[config.mk]
export PLATFORM = sky130hd
export DESIGN_NAME = uart_rx_param
export DESIGN_NICKNAME = d
export VERILOG_FILES = /design/src/rtl/uart_rx_param.sv
export SDC_FILE = /design/constraint.sdc
export NUM_CORES = 1
export LEC_CHECK = 0
export CAP_MARGIN = 15
export CORE_MARGIN = 3
export CORE_UTILIZATION = 55
export CTS_CLUSTER_DIAMETER = 60
export DETAILED_ROUTE_END_ITERATION = 8
export PLACE_DENSITY = 0.77
export SLEW_MARGIN = 40
export SYNTH_ARGS = -nofsm -noshare
export SYNTH_HDL_FRONTEND = slang
export SYNTH_SLANG_ARGS = --single-unit
export TNS_END_PERCENT = 10
[constraint.sdc]
create_clock -name i_clk -period 2.7 [get_ports i_clk]
set_clock_uncertainty 0.2 [all_clocks]
set_input_delay 0.405 -clock i_clk [delete_from_list [all_inputs] [get_ports i_clk]]
set_output_delay 0.405 -clock i_clk [all_outputs]
set_load 0.05 [all_outputs]
[src/rtl/uart_rx_param.sv]
// Parametrised UART receiver: 2-flop synchroniser, glitch-rejecting start, optional parity, 1/2 stop bits.
// o_valid strobes one clock after the last stop sample; no flow control, so each new word overwrites the last.
module uart_rx_param #(
  parameter int NB_DATA = 8,
  parameter int N_TICKS = 16,
  parameter int PARITY  = 0,
  parameter int N_STOP  = 1
) (
  input  logic               i_clk,
  input  logic               i_rst,
  input  logic               i_tick,
  input  logic               i_rx,
  output logic [NB_DATA-1:0] o_data,
  output logic               o_valid,
  output logic               o_parity_err,
  output logic               o_frame_err,
  output logic               o_busy
);

  localparam int CW = $clog2(N_TICKS);
  localparam int BW = $clog2(NB_DATA + 1);
  localparam logic [CW-1:0] HALF  = CW'(N_TICKS / 2 - 1);
  localparam logic [CW-1:0] LAST  = CW'(N_TICKS - 1);
  localparam logic [BW-1:0] DLAST = BW'(NB_DATA - 1);
  localparam logic [BW-1:0] SLAST = BW'(N_STOP - 1);

  typedef enum logic [2:0] {S_IDLE, S_START, S_DATA, S_PAR, S_STOP} state_t;

  state_t               state_q, state_d;
  logic [CW-1:0]        tick_cnt_q, tick_cnt_d;
  logic [BW-1:0]        bit_cnt_q, bit_cnt_d;
  logic [NB_DATA-1:0]   sr_q, sr_d;
  logic                 armed_q, armed_d;
  logic                 perr_q, perr_d;
  logic                 ferr_q, ferr_d;
  logic                 rx_meta_q, rx_s_q;
  logic [NB_DATA-1:0]   data_q;
  logic                 valid_q, perr_out_q, ferr_out_q;
  logic                 done;

  always_ff @(posedge i_clk) begin
    if (i_rst) begin
      state_q    <= S_IDLE;
      tick_cnt_q <= '0;
      bit_cnt_q  <= '0;
      sr_q       <= '0;
      armed_q    <= 1'b0;
      perr_q     <= 1'b0;
      ferr_q     <= 1'b0;
      rx_meta_q  <= 1'b1;
      rx_s_q     <= 1'b1;
      data_q     <= '0;
      valid_q    <= 1'b0;
      perr_out_q <= 1'b0;
      ferr_out_q <= 1'b0;
    end else begin
      state_q    <= state_d;
      tick_cnt_q <= tick_cnt_d;
      bit_cnt_q  <= bit_cnt_d;
      sr_q       <= sr_d;
      armed_q    <= armed_d;
      perr_q     <= perr_d;
      ferr_q     <= ferr_d;
      rx_meta_q  <= i_rx;
      rx_s_q     <= rx_meta_q;
      valid_q    <= done;
      if (done) begin
        data_q     <= sr_q;
        perr_out_q <= perr_q;
        ferr_out_q <= ferr_d;
      end
    end
  end

  always_comb begin
    state_d    = state_q;
    tick_cnt_d = tick_cnt_q;
    bit_cnt_d  = bit_cnt_q;
    sr_d       = sr_q;
    armed_d    = armed_q;
    perr_d     = perr_q;
    ferr_d     = ferr_q;
    done       = 1'b0;
    case (state_q)
      S_IDLE: begin
        tick_cnt_d = '0;
        bit_cnt_d  = '0;
        // Only a line seen high re-arms, so a held break cannot retrigger.
        if (rx_s_q) begin
          armed_d = 1'b1;
        end else if (armed_q) begin
          state_d = S_START;
          perr_d  = 1'b0;
          ferr_d  = 1'b0;
        end
      end
      S_START: begin
        if (i_tick) begin
          if (tick_cnt_q == HALF) begin
            tick_cnt_d = '0;
            state_d    = rx_s_q ? S_IDLE : S_DATA;
          end else begin
            tick_cnt_d = tick_cnt_q + 1'b1;
          end
        end
      end
      S_DATA: begin
        if (i_tick) begin
          if (tick_cnt_q == LAST) begin
            tick_cnt_d = '0;
            sr_d       = {rx_s_q, sr_q[NB_DATA-1:1]};
            if (bit_cnt_q == DLAST) begin
              bit_cnt_d = '0;
              state_d   = (PARITY != 0) ? S_PAR : S_STOP;
            end else begin
              bit_cnt_d = bit_cnt_q + 1'b1;
            end
          end else begin
            tick_cnt_d = tick_cnt_q + 1'b1;
          end
        end
      end
      S_PAR: begin
        if (i_tick) begin
          if (tick_cnt_q == LAST) begin
            tick_cnt_d = '0;
            perr_d     = (PARITY == 1) ? (^sr_q ^ rx_s_q) : ~(^sr_q ^ rx_s_q);
            state_d    = S_STOP;
          end else begin
            tick_cnt_d = tick_cnt_q + 1'b1;
          end
        end
      end
      S_STOP: begin
        if (i_tick) begin
          if (tick_cnt_q == LAST) begin
            tick_cnt_d = '0;
            if (!rx_s_q) begin
              ferr_d  = 1'b1;
              armed_d = 1'b0;
            end
            if (bit_cnt_q == SLAST) begin
              bit_cnt_d = '0;
              state_d   = S_IDLE;
              done      = 1'b1;
            end else begin
              bit_cnt_d = bit_cnt_q + 1'b1;
            end
          end else begin
            tick_cnt_d = tick_cnt_q + 1'b1;
          end
        end
      end
      default: state_d = S_IDLE;
    endcase
  end

  assign o_data       = data_q;
  assign o_valid      = valid_q;
  assign o_parity_err = perr_out_q;
  assign o_frame_err  = ferr_out_q;
  assign o_busy       = (state_q != S_IDLE);

endmodule

Word level (Yosys, flattened, before mapping)
Cells that the tools add are included.
Operators by class
  bitwise operators: 2
  reduce and logical (&&, ||, !) cells: 15
  multiplexer cells: 46
  equality and inequality tests: 22
  add/sub/neg operators: 2
Operators by type and width (number)
  4-bit 2-to-1 mux: 10
  3-bit 2-to-1 mux: 12
  2-bit != test, second input constant: 14
  4-bit one-hot mux with 3 select lines: 2
  1-bit 2-to-1 mux: 17
  3-bit one-hot mux with 5 select lines: 1
  5-bit AND reduction: 3
  12-bit AND reduction: 1
  3-bit nonzero test: 3
  4-bit by 1-bit adder with 4-bit output, second input constant: 2
  4-bit by 3-bit equality test with 1-bit output, second input constant: 2
  8-bit parity: 1
  3-bit by 2-bit equality test with 1-bit output, second input constant: 2
  1-bit one-hot mux with 2 select lines: 3
  3-bit AND reduction: 2
  4-bit equality test, second input constant: 1
  4-bit zero test: 1
  2-bit nonzero test: 2
  3-bit by 1-bit equality test with 1-bit output, second input constant: 1
  3-bit equality test, second input constant: 1
  3-bit zero test: 1
  3-bit OR reduction: 1
  2-bit 2-to-1 mux: 1
  2-bit by 1-bit != test with 1-bit output, second input constant: 1
  other kinds (2): 2
Word-level totals
  flip-flop bits (word level): 35
  output and inout bits: 12

Longest topological paths before layout
Gate-level depths: netlist of the first run.
  depth after elaboration: 6
  depth in mapped cells: 8
  depth with buffers taken out: 7

Worst setup path after synthesis of the first run
No wires, ideal clock.
  path type: reg2reg
  from: register bit_cnt_q[0]
  to: register data_q[1] (netlist: o_data[1])
  setup slack: 0.712 ns
  stages on the path, launching flop included: 9
  period minus slack after synthesis: 1.988 ns
  arrival: 1.661 ns
  setup time: 0.128 ns
  required time: 2.372 ns
  cells stage by stage: dfxtp_1 inv_1 ha_1 or3b_4 or3_1 buf_2 buf_6 mux2i_1 nor2_1
On the way
  word-level cells in the longest chain between the ends: 5
RTL lines
  from (decl): line 31  | logic [BW-1:0] bit_cnt_q, bit_cnt_d;
  from (signal assigned): line 59  | bit_cnt_q <= bit_cnt_d;
  4-bit zero test: line 142  | if (bit_cnt_q == SLAST) begin
  1-bit 2-to-1 mux: line 142
  1-bit 2-to-1 mux: line 136  | if (tick_cnt_q == LAST) begin
  1-bit 2-to-1 mux: line 135  | if (i_tick) begin
  1-bit 2-to-1 mux: line 84  | case (state_q)
  to (signal assigned): line 68  | data_q <= sr_q;
  to (decl): line 37  | logic [NB_DATA-1:0] data_q;
No other way between the ends.
A chain may end at the register's enable or synchronous reset.

Final worst setup path of the first run
  from: register bit_cnt_q[0]
  to: register ferr_out_q (netlist: o_frame_err)
On the way
  word-level cells in the longest chain between the ends: 5
RTL lines
  4-bit zero test: line 142
  1-bit 2-to-1 mux: line 142
  1-bit 2-to-1 mux: line 136
  1-bit 2-to-1 mux: line 135
  1-bit 2-to-1 mux: line 84
  to (signal assigned): line 70  | ferr_out_q <= ferr_d;
  to (decl): line 38  | logic valid_q, perr_out_q, ferr_out_q;
No other way between the ends.

==> results_dict.tcl, run 1 <==
set metrics [dict create \
    routed_wl_um 3250 \
    actual_transition_at_the_worst_max_transition_pin_ns 0.626 \
    synthesis.area_um2 1710 \
    met3WireLength_um 163 \
    synth_seq_cells 35 \
    detail_route.wirelength.met1_um 1560 \
    critical_path.endpoint_type "flip-flop" \
    max-cap-violations 0 \
    drt-vias-per-instance 5.76 \
    clock_power_share_pct 33.1 \
    finalWorstPathRequiredPeriod_ns 2.27 \
    die-height_um 61.8 \
    synth_cell_types 46 \
    leakage_nw 0.776 \
    synthesis.instances 192 \
    dpl.cell_count 230 \
    antenna-diode-count 0 \
    timing.hold.worst.class "flip-flop to flip-flop" \
    comb_power_share_pct 4.4 \
    synth.mux.area_fraction_pct 10.6 \
    grt_max_degree 23 \
    synthesis.yosys.warnings 0 \
    post_synthesis_average_cell_area_um2 8.91 \
    layout_worst_path_cycle_share_pct 84.2 \
    route.met2.wl_um 1460 \
    setup_crit_start_kind "flip-flop" \
    worst-endpoint-arrival_ns 2.34 \
    seq_power_share_pct 62.5 \
    design.die.area_um2 3810 \
    synth_xor_area_share_pct 4.90 \
    cts_resized 0 \
    synth_seq_area_share_pct 41.0 \
    cp_max_fo 12 \
    r2r_setup_slack_ns 0.43 \
    synth_top_family_by_area "simple AND/OR/NAND/NOR gates" \
    cts.reportedPaths.clkPinSlew_ns 0.11 \
    timing_worst_setup_path_type "flip-flop to flip-flop" \
    number_of_enable_flip_flop_cells_after_synthesis 0 \
    r2r.worst_path.cells 6 \
    ios 16 \
    drt_pass1_iterations 4 \
    yosys.area_share.simple_pct 24.1 \
    synth.net_count 199 \
    layout_common_cells "dfxtp_1 (35), nor2_1 (29), mux2i_1 (17)" \
    final_common_cell "dfxtp_1" \
    fin_setup_tns_ns 0 \
    rsz0062_at_grt "false" \
    gp_congestion 0.827 \
    power_density_nw_per_um2 436 \
    worst_slew_margin_rel_pct 58.2 \
    routedWlPerCell_um 13.7 \
    core-area_um2 2850 \
    groute.usage.overall_pct 19.7 \
    cts.sink_count 35 \
    critical_path.startpoint "bit_cnt_q[0]" \
    antenna_found_initial 0 \
    ir_worst_vdd_v 0.000417 \
    internal_power_w 0.000634 \
    cts_post_setup_buffers_inserted 0 \
    finalSetupViolations 0 \
    synth-compound-area-share_pct 11.1 \
    final_cell_count_no_fill 238 \
    highest_attainable_clock_frequency_mhz 440 \
    dominantRegCellSynth "dfxtp_1" \
    reg2reg_start "bit_cnt_q[0]" \
    highest_layer "met4" \
    clk_path_buf_depth 2 \
    net-switching-power_w 0.000202 \
    synth_fa_ha_area_share_pct 3.37 \
    endpoint "o_frame_err" \
    worst_skew_pair_later_pin_latency_ns 0.34 \
    status "finished, final reports clean" \
    drt_first_iter_violations 79 \
    portBuffers 15 \
    final_max_slew_violation_count 0 \
    hpwlAfterDp_um 2340 \
    final_layout_size_suffix_gt1_share_pct 10.1 \
    nNetsFinal 213 \
    overflow 0 \
    finalHoldViolCount 0 \
    post-route-drc-count 0 \
    fp-row-count 19 \
    first_pass_grt_wire_length_um 5530 \
    die_width_um 61.8 \
    cts_made_buffers 5 \
    grt_pass1_vias 1204 \
    ctsHoldBuffers 0 \
    antenna_violating_nets_post_route 0 \
    switching_share_pct 24.1 \
    critPathRequiredTime_ns 2.77 \
    worstReg2RegEnd "o_frame_err" \
    clk_tree_root_cell "clkbuf_4" \
    vias 1372 \
    syn_to_final_growth_pct 12.0 \
    initial_utilization_pct 60.0 \
    cts_tree "yes" \
    htreeDepth 2 \
    postSynth.asyncResetShare_pct 0 \
]
==> final cells by class <==
type | instances | area [um^2]
flip-flops and latches | 35 | 701
clock inverters | 2 | 12.5
multi-input cells | 140 | 926
inverters | 5 | 18.8
clock buffers | 6 | 41.3
repair buffers | 19 | 178
well taps | 31 | 38.8
fillers | 227 | 937
==> registers in the layout (all words and copies together) (netlist names) <==
register	cells
armed_q	1
bit_cnt_q	4
ferr_q	1
o_data	8
o_frame_err	1
o_parity_err	1
o_valid	1
perr_q	1
rx_meta_q	1
rx_s_q	1
sr_q	8
state_q	3
tick_cnt_q	4
==> power by group through the flow <==
stage	Clock (W)	Sequential [W]	Combinational [W]
finish	0.000277	0.000522	0.0000367
global route	0.000309	0.000523	0.0000403
CTS	0.000286	0.000522	0.0000363
detailed placement	0	0.000534	0.0000361
global placement	0	0.000534	0.0000344
floorplan	0	0.000532	0.0000251
==> logic make-up after synthesis <==
logic type                 Yosys count
adders and majority gates            5
buffers and inverters               17
AOI/OAI and AO/OA                   31
muxes                               18
and+or+nand+nor                     78
DFF                                 35
xor gates and xnor gates             8
==> critical path, cell delays in order (launching register included) <==
cell	delay, ns
dfxtp_1	0.34
inv_1	0.09
ha_1	0.15
or3b_4	0.40
or3_1	0.64
nor2b_1	0.24
nor3_1	0.14
==> metrics by stage <==
stage | setup slack (ns) | cell area (um^2) | hold WS [ns] | util, % | power [W]
final | 0.426 | 1920 | 0.208 | 67.1 | 0.000836
after global routing | 0.362 | 1920 | 0.237 | 67.1 | 0.000872
after CTS | 0.425 | 1920 | 0.216 | 67.1 | 0.000845
after detailed placement | 0.288 | 1860 | 0.202 | 65.3 | 0.000570
after global placement | 0.315 | 1860 | 0.193 | 65.3 | 0.000568
after floorplan | 0.712 | 1710 | 0.189 | - | 0.000557
==> synthesized netlist by cell type, types with 4 or more instances <==
cell type / instances / area share (%)
a21oi_1: 11 / 3.2
buf_2: 4 / 1.2
clkbuf_1: 6 / 1.3
dfxtp_1: 35 / 41
inv_1: 5 / 1.1
mux2i_1: 17 / 9.9
nand2_1: 7 / 1.5
nand3_1: 6 / 1.8
nor2_1: 29 / 6.4
nor2b_1: 5 / 1.8
nor3_1: 7 / 2.0
o21ai_0: 7 / 2.0
xnor2_1: 4 / 2.0
==> how the worst min path moves through the flow <==
| stage | startpoint | end | slack (ns) | depth (start not counted) |
|---|---|---|---|---|
| 6_report | rx_meta_q | rx_s_q | 0.21 | 1 |
| 3_5_place_dp | rx_meta_q | rx_s_q | 0.20 | 1 |
| 4_1_cts | rx_meta_q | rx_s_q | 0.22 | 1 |
| 5_1_grt | rx_meta_q | rx_s_q | 0.24 | 1 |
| 2_1_floorplan | rx_meta_q | rx_s_q | 0.19 | 1 |
| 3_3_place_gp | rx_meta_q | rx_s_q | 0.19 | 1 |
==> metal layers <==
metal  vias to the layer above  track usage, %
met5                         -               0
met4                         0            9.39
met3                         7            5.37
met2                        41            29.7
met1                       623            26.2
li1                        701               -
No activity file was read; power rests on OpenSTA's default activity.
==> run 2, diff against run 1 <==
clock period = 2.3 ns   (was 2.7 ns; I/O delays follow)
==> run 2 against run 1 <==
Flip-flop and latch count is the same; first-iteration DRC count decreased by 34%; core utilization increased by 1.9 points; final area is 2.8% higher; setup slack worse by 0.30 ns; clock-buffer cell count fell by 1; critical endpoint is now o_data[2]; sequential power is 17% higher; sequential share of layout area shrank 1.0 points; largest power group unchanged; non-clock buffer count up 5.
==> results_dict.tcl, run 2 (synthesized netlist as in run 1, its figures left out) <==
set metrics [dict create \
    reg2reg_start "bit_cnt_q[0]" \
    antenna-diode-count 0 \
    finalSetupViolations 0 \
    internal_power_w 0.000746 \
    nNetsFinal 218 \
    htreeDepth 2 \
    routedWlPerCell_um 14.0 \
    rsz0062_at_grt "false" \
    ios 16 \
    cp_max_fo 9 \
    routed_wl_um 3410 \
    multi_input_area_um2 926 \
    die_width_um 61.8 \
    final-seq-area_um2 701 \
    layout_common_cells "dfxtp_1 (35), nor2_1 (29), mux2i_1 (17)" \
    worst_skew_pair_later_pin_latency_ns 0.35 \
    final_max_slew_violation_count 0 \
    gp_congestion 0.833 \
    r2r_setup_slack_ns 0.13 \
    drt-vias-per-instance 5.74 \
    hold_path_startpoint "rx_meta_q" \
    fillerInstances 244 \
    final_common_cell "dfxtp_1" \
    power_density_nw_per_um2 506 \
    clk_tree_root_cell "clkbuf_4" \
    initial_utilization_pct 60.0 \
    cts_resized 0 \
    leakage_nw 0.801 \
    r2r.worst_path.cells 7 \
    worstReg2RegEnd "o_data[2]" \
    critPathRequiredTime_ns 2.34 \
    whs_ns 0.225 \
    grt_pass1_vias 1243 \
    status "finished, final reports clean" \
    grtUsageMet1_pct 27.5 \
    grt_max_degree 28 \
    finalHoldViolCount 0 \
    cts_tree "yes" \
    cts_made_buffers 5 \
    hpwlAfterDp_um 2440 \
    slowest_stage "or3_1" \
    timing.critical_path.max_delay_family "simple AND/OR/NAND/NOR gates" \
    antenna_violating_nets_post_route 0 \
    critPathBufInv 2 \
    setup_crit_start_kind "flip-flop" \
    die-height_um 61.8 \
    clk_path_buf_depth 2 \
    ctsHoldBuffers 0 \
    core-area_um2 2850 \
    dpl_cell_area_um2 1910 \
    final_util_pct 69.0 \
    worst-endpoint-arrival_ns 2.21 \
    portBuffers 15 \
    worst_slew_margin_rel_pct 65.6 \
    vias 1396 \
    cts.reportedPaths.clkPinSlew_ns 0.12 \
    drt_pass1_iterations 4 \
    seq_power_share_pct 61.4 \
    finalWorstPathRequiredPeriod_ns 2.17 \
    max-cap-violations 0 \
    critical_path.cell_chain "inv_1 > ha_1 > or3b_4 > or3_1 > buf_4 > mux2i_1 > nor2_1" \
    fin_setup_tns_ns 0 \
    cts.sink_count 35 \
    cpPeakStageDelay_ns 0.43 \
    switching_share_pct 25.1 \
    stdcell_area_um2 1970 \
    clock_power_share_pct 33.9 \
    timing_worst_setup_path_type "flip-flop to flip-flop" \
    fp-row-count 19 \
    ir_worst_vdd_v 0.000500 \
    highest_attainable_clock_frequency_mhz 460 \
    critical_path.endpoint_type "flip-flop" \
    groute.usage.overall_pct 20.7 \
    net-switching-power_w 0.000251 \
    post-route-drc-count 0 \
    syn_to_final_growth_pct 15.1 \
    final_layout_size_suffix_gt1_share_pct 12.7 \
    grt_util_met2_pct 31.7 \
    layout_worst_path_cycle_share_pct 94.5 \
    hold_path_depth 1 \
    first_pass_grt_wire_length_um 5790 \
    overflow 0 \
    drt_first_iter_violations 52 \
    cts_post_setup_buffers_inserted 0 \
    worstHoldEndpoint "rx_s_q" \
    timing.hold.worst.class "flip-flop to flip-flop" \
    design.die.area_um2 3810 \
    global_route.peak_usage_layer "met2" \
    actual_transition_at_the_worst_max_transition_pin_ns 0.514 \
    grt_util_met3_pct 4.75 \
    comb_power_share_pct 4.7 \
    antenna_found_initial 0 \
]
-- run 2: changes by cell type in the layout (fill, tap and decap cells not counted), sizes merged --
cell	before	now
clkbuf	6	5
clkinvlp	1	2
buf	5	10
-- run 2: worst reg2reg max path, cell delays in order, from the launching register on --
cell     delay (ns)
dfxtp_1        0.35
inv_1          0.08
ha_1           0.14
or3b_4         0.41
or3_1          0.43
buf_4          0.22
mux2i_1        0.17
nor2_1         0.06
-- run 2: stage by stage --
| step | instances | power (W) | setup WS [ns] |
|---|---|---|---|
| after floorplan | 192 | 0.000654 | 0.312 |
| after global placement | 235 | 0.000671 | 0.154 |
| after detailed placement | 235 | 0.000672 | 0.0870 |
| after CTS | 243 | 0.00100 | 0.143 |
| after global routing | 243 | 0.00104 | 0.0418 |
| final | 243 | 0.000997 | 0.125 |
-- run 2: area by class of cell --
| class | count | share of cell area (%) |
|---|---|---|
| multi-input cells | 140 | 47.0 |
| flip-flops and latches | 35 | 35.6 |
| repair buffers | 24 | 11.6 |
| well taps | 31 | 1.97 |
| clock buffers | 5 | 1.91 |
| clock inverters | 3 | 1.02 |
| inverters | 5 | 0.953 |
-- run 2: power groups by stage --
stage                     combinational, W  clock, W  sequential, W
after CTS                        0.0000462  0.000345       0.000612
after floorplan                  0.0000294         0       0.000625
after global routing             0.0000508  0.000372       0.000613
after global placement           0.0000447         0       0.000626
final                            0.0000468  0.000337       0.000612
after detailed placement         0.0000460         0       0.000626
-- run 2: worst max-delay path by stage --
stage                  from            to  depth (start not counted)
6_report       bit_cnt_q[0]     o_data[2]                          7
5_1_grt          state_q[1]  bit_cnt_q[0]                          5
4_1_cts        bit_cnt_q[0]     o_data[2]                          7
3_5_place_dp         i_tick  bit_cnt_q[2]                          6
3_3_place_gp         i_tick  bit_cnt_q[2]                          6
2_1_floorplan  bit_cnt_q[0]     o_data[1]                          8
-- run 2: routing by layer --
| metal | vias to the layer above | wire (um) |
|---|---|---|
| li1 | 708 | - |
| met4 | 0 | 63 |
| met2 | 24 | 1620 |
| met3 | 5 | 103 |
| met1 | 659 | 1620 |
| met5 | - | 0 |
==> run 3, diff against run 2 <==
SLEW_MARGIN = unset   (was 40)
==> results of run 3 <==
Final layout, timing and power as in run 2 (identical DEF).
==> edit 1 (flow settings as in run 3) <==
Compare `bit_cnt_q` against `DLAST` with >= in place of ==.
--- a/src/rtl/uart_rx_param.sv
+++ b/src/rtl/uart_rx_param.sv
@@ -109,7 +109,7 @@
           if (tick_cnt_q == LAST) begin
             tick_cnt_d = '0;
             sr_d       = {rx_s_q, sr_q[NB_DATA-1:1]};
-            if (bit_cnt_q == DLAST) begin
+            if (bit_cnt_q >= DLAST) begin
               bit_cnt_d = '0;
               state_d   = (PARITY != 0) ? S_PAR : S_STOP;
             end else begin
Check against the original RTL: same outputs for any inputs over 10 cycles, from zero or initial values and one cycle with i_rst high; that may be too few to reach the edited logic, so the function may still have changed.
==> edit 1 against run 3 <==
- synthesized area is 0.29% higher
- first-iteration DRC count is 60% higher
- total power is 0.27% higher
- wire length is 0.56% higher
- combinational power is 15% higher
- core utilization is 0.26 points lower
- critical endpoint is now o_busy
- synthesized cell count is 2.1% lower
- register-to-register slack better by 0.12 ns
- sequential cell count stayed put
- final area is 0.38% lower
- highest routed layer unchanged
- setup slack better by 0.037 ns
- largest cell class unchanged
==> edit 1: results (changes against run 3) <==
Worst R2R Path Depth=6 (was 7); Worst Max-Slew Pin Slew=0.540 ns (was 0.514 ns); status=complete, no violations (unchanged); flop2flop setup slack=0.25 ns (was 0.13 ns); wire length per cell=14.3 um (was 14.0 um); All-Layer GR Usage=19.8% (was 20.7%); commonest cells in the netlist=35 x dfxtp_1, 27 x nor2_1, 19 x mux2i_1, 9 x a21oi_1, 9 x inv_1 (was 35 x dfxtp_1, 29 x nor2_1, 17 x mux2i_1, 11 x a21oi_1); Peak VDD IR=388 uV (was 500 uV); final net count=214 (was 218); register area share after synthesis=40.8% (was 41.0%); layout cells sized above 1=11.5% (was 12.7%); syn nets=195 (was 199); Vias per Instance=5.90 (was 5.74); Iter 0 DRT Violations=83 (was 52); CP max FO=16 (was 9); Critical path origin=state_q[0]$_SDFFE_PP0P_ (was bit_cnt_q[0]$_SDFFE_PP0P_); hpwl dp=2460 um (was 2440 um); first-pass GRT wire length=5600 um (was 5790 um); switching pwr=247 uW (was 251 uW); final critical-path share of the clock period=93.0% (was 94.5%); final wirelength=3430 um (was 3410 um); placer congestion estimate=0.791 (was 0.833); pre-CTS setup slack=0.0953 ns (was 0.0870 ns); Unique masters post-synth=47 (was 46); vias in the first global route=1311 (was 1243); Filler cells=264 (was 244); Leak=0.826 nW (was 0.801 nW); # placed instances=231 (was 235); ranking of synthesized cells by area=dfxtp_1 41%, mux2i_1 11%, nor2_1 5.9% (was dfxtp_1 41%, mux2i_1 9.9%, nor2_1 6.4%)
edit 1: cell types whose count changed after synthesis, sizes merged, moves of 4 or more:
cell | before | now
o21ai | 9 | 4
a211oi | 0 | 4
inv | 5 | 9
nand2b | 3 | 7
nor2b | 5 | 1
edit 1: through the flow:
stage | util (%) | instance area [um^2]
detailed placement | 66.9 | 1910
floorplan | - | 1720
finish | 68.8 | 1960
global route | 68.8 | 1960
global placement | 66.9 | 1910
CTS | 68.8 | 1960
edit 1: how the worst min path moves through the flow:
stage                              endpoint  slack (ns)  cells after the start
after floorplan           rx_s_q$_SDFF_PP1_        0.19                      1
after global placement    rx_s_q$_SDFF_PP1_        0.19                      1
after detailed placement  rx_s_q$_SDFF_PP1_        0.20                      1
after CTS                 rx_s_q$_SDFF_PP1_        0.23                      1
after global routing      rx_s_q$_SDFF_PP1_        0.24                      1
final                     rx_s_q$_SDFF_PP1_        0.23                      1
edit 1: worst max-delay path, cell delays in order, from the launching register on:
cell	delay, ns
dfxtp_1	0.67
nor3_1	0.16
buf_4	0.18
inv_1	0.05
buf_4	0.18
edit 1: final cells by class:
class                           count  share of cell area, %
Clock buffer                        6                   2.10
Clock inverter                      2                  0.638
Inverter                            9                   1.72
Multi-Input combinational cell    134                   47.6
Sequential cell                    35                   35.7
Tap cell                           31                   1.98
Timing Repair Buffer               22                   10.2
edit 1: layer usage:
| metal | part of all wire (%) | wire length [um] | vias up | track usage, % |
|---|---|---|---|---|
| li1 | - | - | 700 | - |
| met1 | 47 | 1610 | 682 | 24.4 |
| met2 | 48 | 1660 | 23 | 32.1 |
| met3 | 2.9 | 101 | 6 | 5.58 |
| met4 | 1.5 | 52 | 0 | 8.48 |
| met5 | 0 | 0 | - | 0 |
edit 1: cells by family after synthesis:
group / Yosys count / share of synthesized area (%)
AO/OA/AOI/OAI: 26 / 11.0
XOR/XNOR: 7 / 4.38
adder cells (fa/ha/maj): 5 / 3.36
buffers and inverters: 19 / 4.67
flip-flops: 35 / 40.8
multiplexers: 19 / 11.1
AND/OR/NAND/NOR: 77 / 24.7
edit 1: power by group through the flow:
stage               Sequential [mW]  Combinational [mW]  Clock [mW]
floorplan                     0.627              0.0368           0
global placement              0.630              0.0514           0
detailed placement            0.630              0.0532           0
CTS                           0.616              0.0533       0.341
global route                  0.617              0.0578       0.372
finish                        0.616              0.0537       0.329
==> edit 2 (config.mk and constraints of run 3) <==
Without the edit above. Set the parameter `PARITY` to 1 (it was 0).
--- a/src/rtl/uart_rx_param.sv
+++ b/src/rtl/uart_rx_param.sv
@@ -3,7 +3,7 @@
 module uart_rx_param #(
   parameter int NB_DATA = 8,
   parameter int N_TICKS = 16,
-  parameter int PARITY  = 0,
+  parameter int PARITY  = 1,
   parameter int N_STOP  = 1
 ) (
   input  logic               i_clk,
Behaviour: no difference found for any inputs over 10 cycles, from zero or initial values and one cycle with i_rst high; that may be too few to reach the edited logic, so the function may still have changed.
==> edit 2 against run 3 <==
- setup slack worse by 0.062 ns
- core utilization rose by 5.9 points
- synthesized area decreased by 1.4%
- sequential cell count stayed put
- highest routed layer unchanged
- wire length grew 6.0%
- final area up 7.6%
- largest cell class unchanged
- non-clock buffer count increased by 9
- critical path depth unchanged
Power is not compared: it rests on default switching activity, and its combinational part moved more than twofold at a synthesized area within 25%.
==> edit 2: results (changes against run 3) <==
status=complete, no violations (unchanged); pre-CTS setup slack=-0.156 ns (was 0.0870 ns); CP max FO=7 (was 9); met3 Use GR=6.71% (was 4.75%); HP Class=flip-flop to flip-flop (unchanged); ranking of synthesized cells by area=dfxtp_1 42%, mux2i_1 11%, nor2_1 6.0% (was dfxtp_1 41%, mux2i_1 9.9%, nor2_1 6.4%); Worst-path clk slew=0.11 ns; hpwl dp=2450 um (was 2440 um); placer congestion estimate=0.783 (was 0.833); Clock Latency Late Sink=0.34 ns; vias in the first global route=1362 (was 1243); final wirelength=3610 um (was 3410 um); global-route met1 utilization=28.3% (was 27.5%); # placed instances=238 (was 235); WL met1=1530 um (was 1620 um); Congestion Overflow GR=0 (unchanged); number of cells produced by synthesis=184 (was 192); delay-heaviest family, CP=simple AND/OR/NAND/NOR gates (unchanged); Leak=0.929 nW; routed length on met2=1780 um (was 1620 um); worst-case clock buffer depth=2 (unchanged); Slowest cell on crit path=or3b_4 (was or3_1); final net count=221 (was 218); root buffer cell=clkbuf_4 (unchanged); Max stage delay on crit path=0.40 ns (was 0.43 ns); syn nets=191 (was 199); Filler cells=206 (was 244); cell area after placement=1980 um^2 (was 1910 um^2); met2 Use GR=33.5% (was 31.7%); Critical Path AT=2.28 ns (was 2.21 ns); post-CTS setup buffer count=0 (unchanged); CTS Buf Count=5 (unchanged); largest net degree at the start of global routing=14 (was 28); P&R area growth vs syn=25.7% (was 15.1%); Vias per Instance=5.92 (was 5.74); metal3 WL=215 um (was 103 um); Top Metal Used=met4 (unchanged); commonest cells in the netlist=35 x dfxtp_1, 27 x nor2_1, 19 x mux2i_1, 11 x a21oi_1 (was 35 x dfxtp_1, 29 x nor2_1, 17 x mux2i_1, 11 x a21oi_1); layout cells sized above 1=21.4% (was 12.7%); Worst slew margin=64.6% (was 65.6%); Iter 0 DRT Violations=54 (was 52); All-Layer GR Usage=21.8% (was 20.7%); register area share after synthesis=41.5% (was 41.0%); Peak VDD IR=603 uV; first-pass GRT wire length=6070 um (was 5790 um); PortBufs=15 (unchanged); Unique masters post-synth=48 (was 46); via count=1457 (was 1396); H-tree depth=2 (unchanged)
-- edit 2: cell types whose count changed in the layout (fill, tap and decap cells not counted), sizes merged, moves of 3 or more --
cell	run 3	this run
nor2	30	27
buf	10	19
nor3	8	3
nand3	6	3
nor2b	5	2
xnor2	4	7
-- edit 2: final timing paths --
| kind | from | endpoint | slack (ns) | cells after the start |
|---|---|---|---|---|
| max | bit_cnt_q[0]$_SDFFE_PP0P_ | perr_q$_SDFFE_PP0P_ | 0.06 | 7 |
| min | rx_meta_q$_SDFF_PP1_ | rx_s_q$_SDFF_PP1_ | 0.22 | 1 |
| max reg2reg | bit_cnt_q[0]$_SDFFE_PP0P_ | perr_q$_SDFFE_PP0P_ | 0.06 | 7 |
| min reg2reg | rx_meta_q$_SDFF_PP1_ | rx_s_q$_SDFF_PP1_ | 0.22 | 1 |
-- edit 2: kinds of logic after synthesis --
kind of cell / Yosys count / synth area share, %
DFF: 35 / 41.5
muxes: 19 / 11.3
xor gates and xnor gates: 9 / 4.67
and+or+nand+nor: 65 / 20.5
AOI/OAI and AO/OA: 33 / 13.4
buffers and inverters: 16 / 4.01
adders and majority gates: 7 / 4.67
-- edit 2: cell type report --
class,instances,share of cell area [%]
clock inverter,2,2.83
inverter,6,1.06
multi-input combinational,133,45.1
tap,31,1.83
timing repair buffer,33,13.9
clock buffer,6,1.95
sequential,35,33.3
-- edit 2: power by group --
group | internal, mW | leakage, nW | switching [mW]
Sequential | 0.619 | 0.285 | 0.0186
Combinational | 0.108 | 0.592 | 0.133
Clock | 0.339 | 0.0525 | 0.205
Total | 1.07 | 0.929 | 0.357
-- edit 2: repair_timing --
item / CTS / global route
endpoints found under the setup margin: 2 / 17
hold endpoints to repair: 0 / 0
pin swaps: 1 / 0
gates resized for setup: 2 / 9
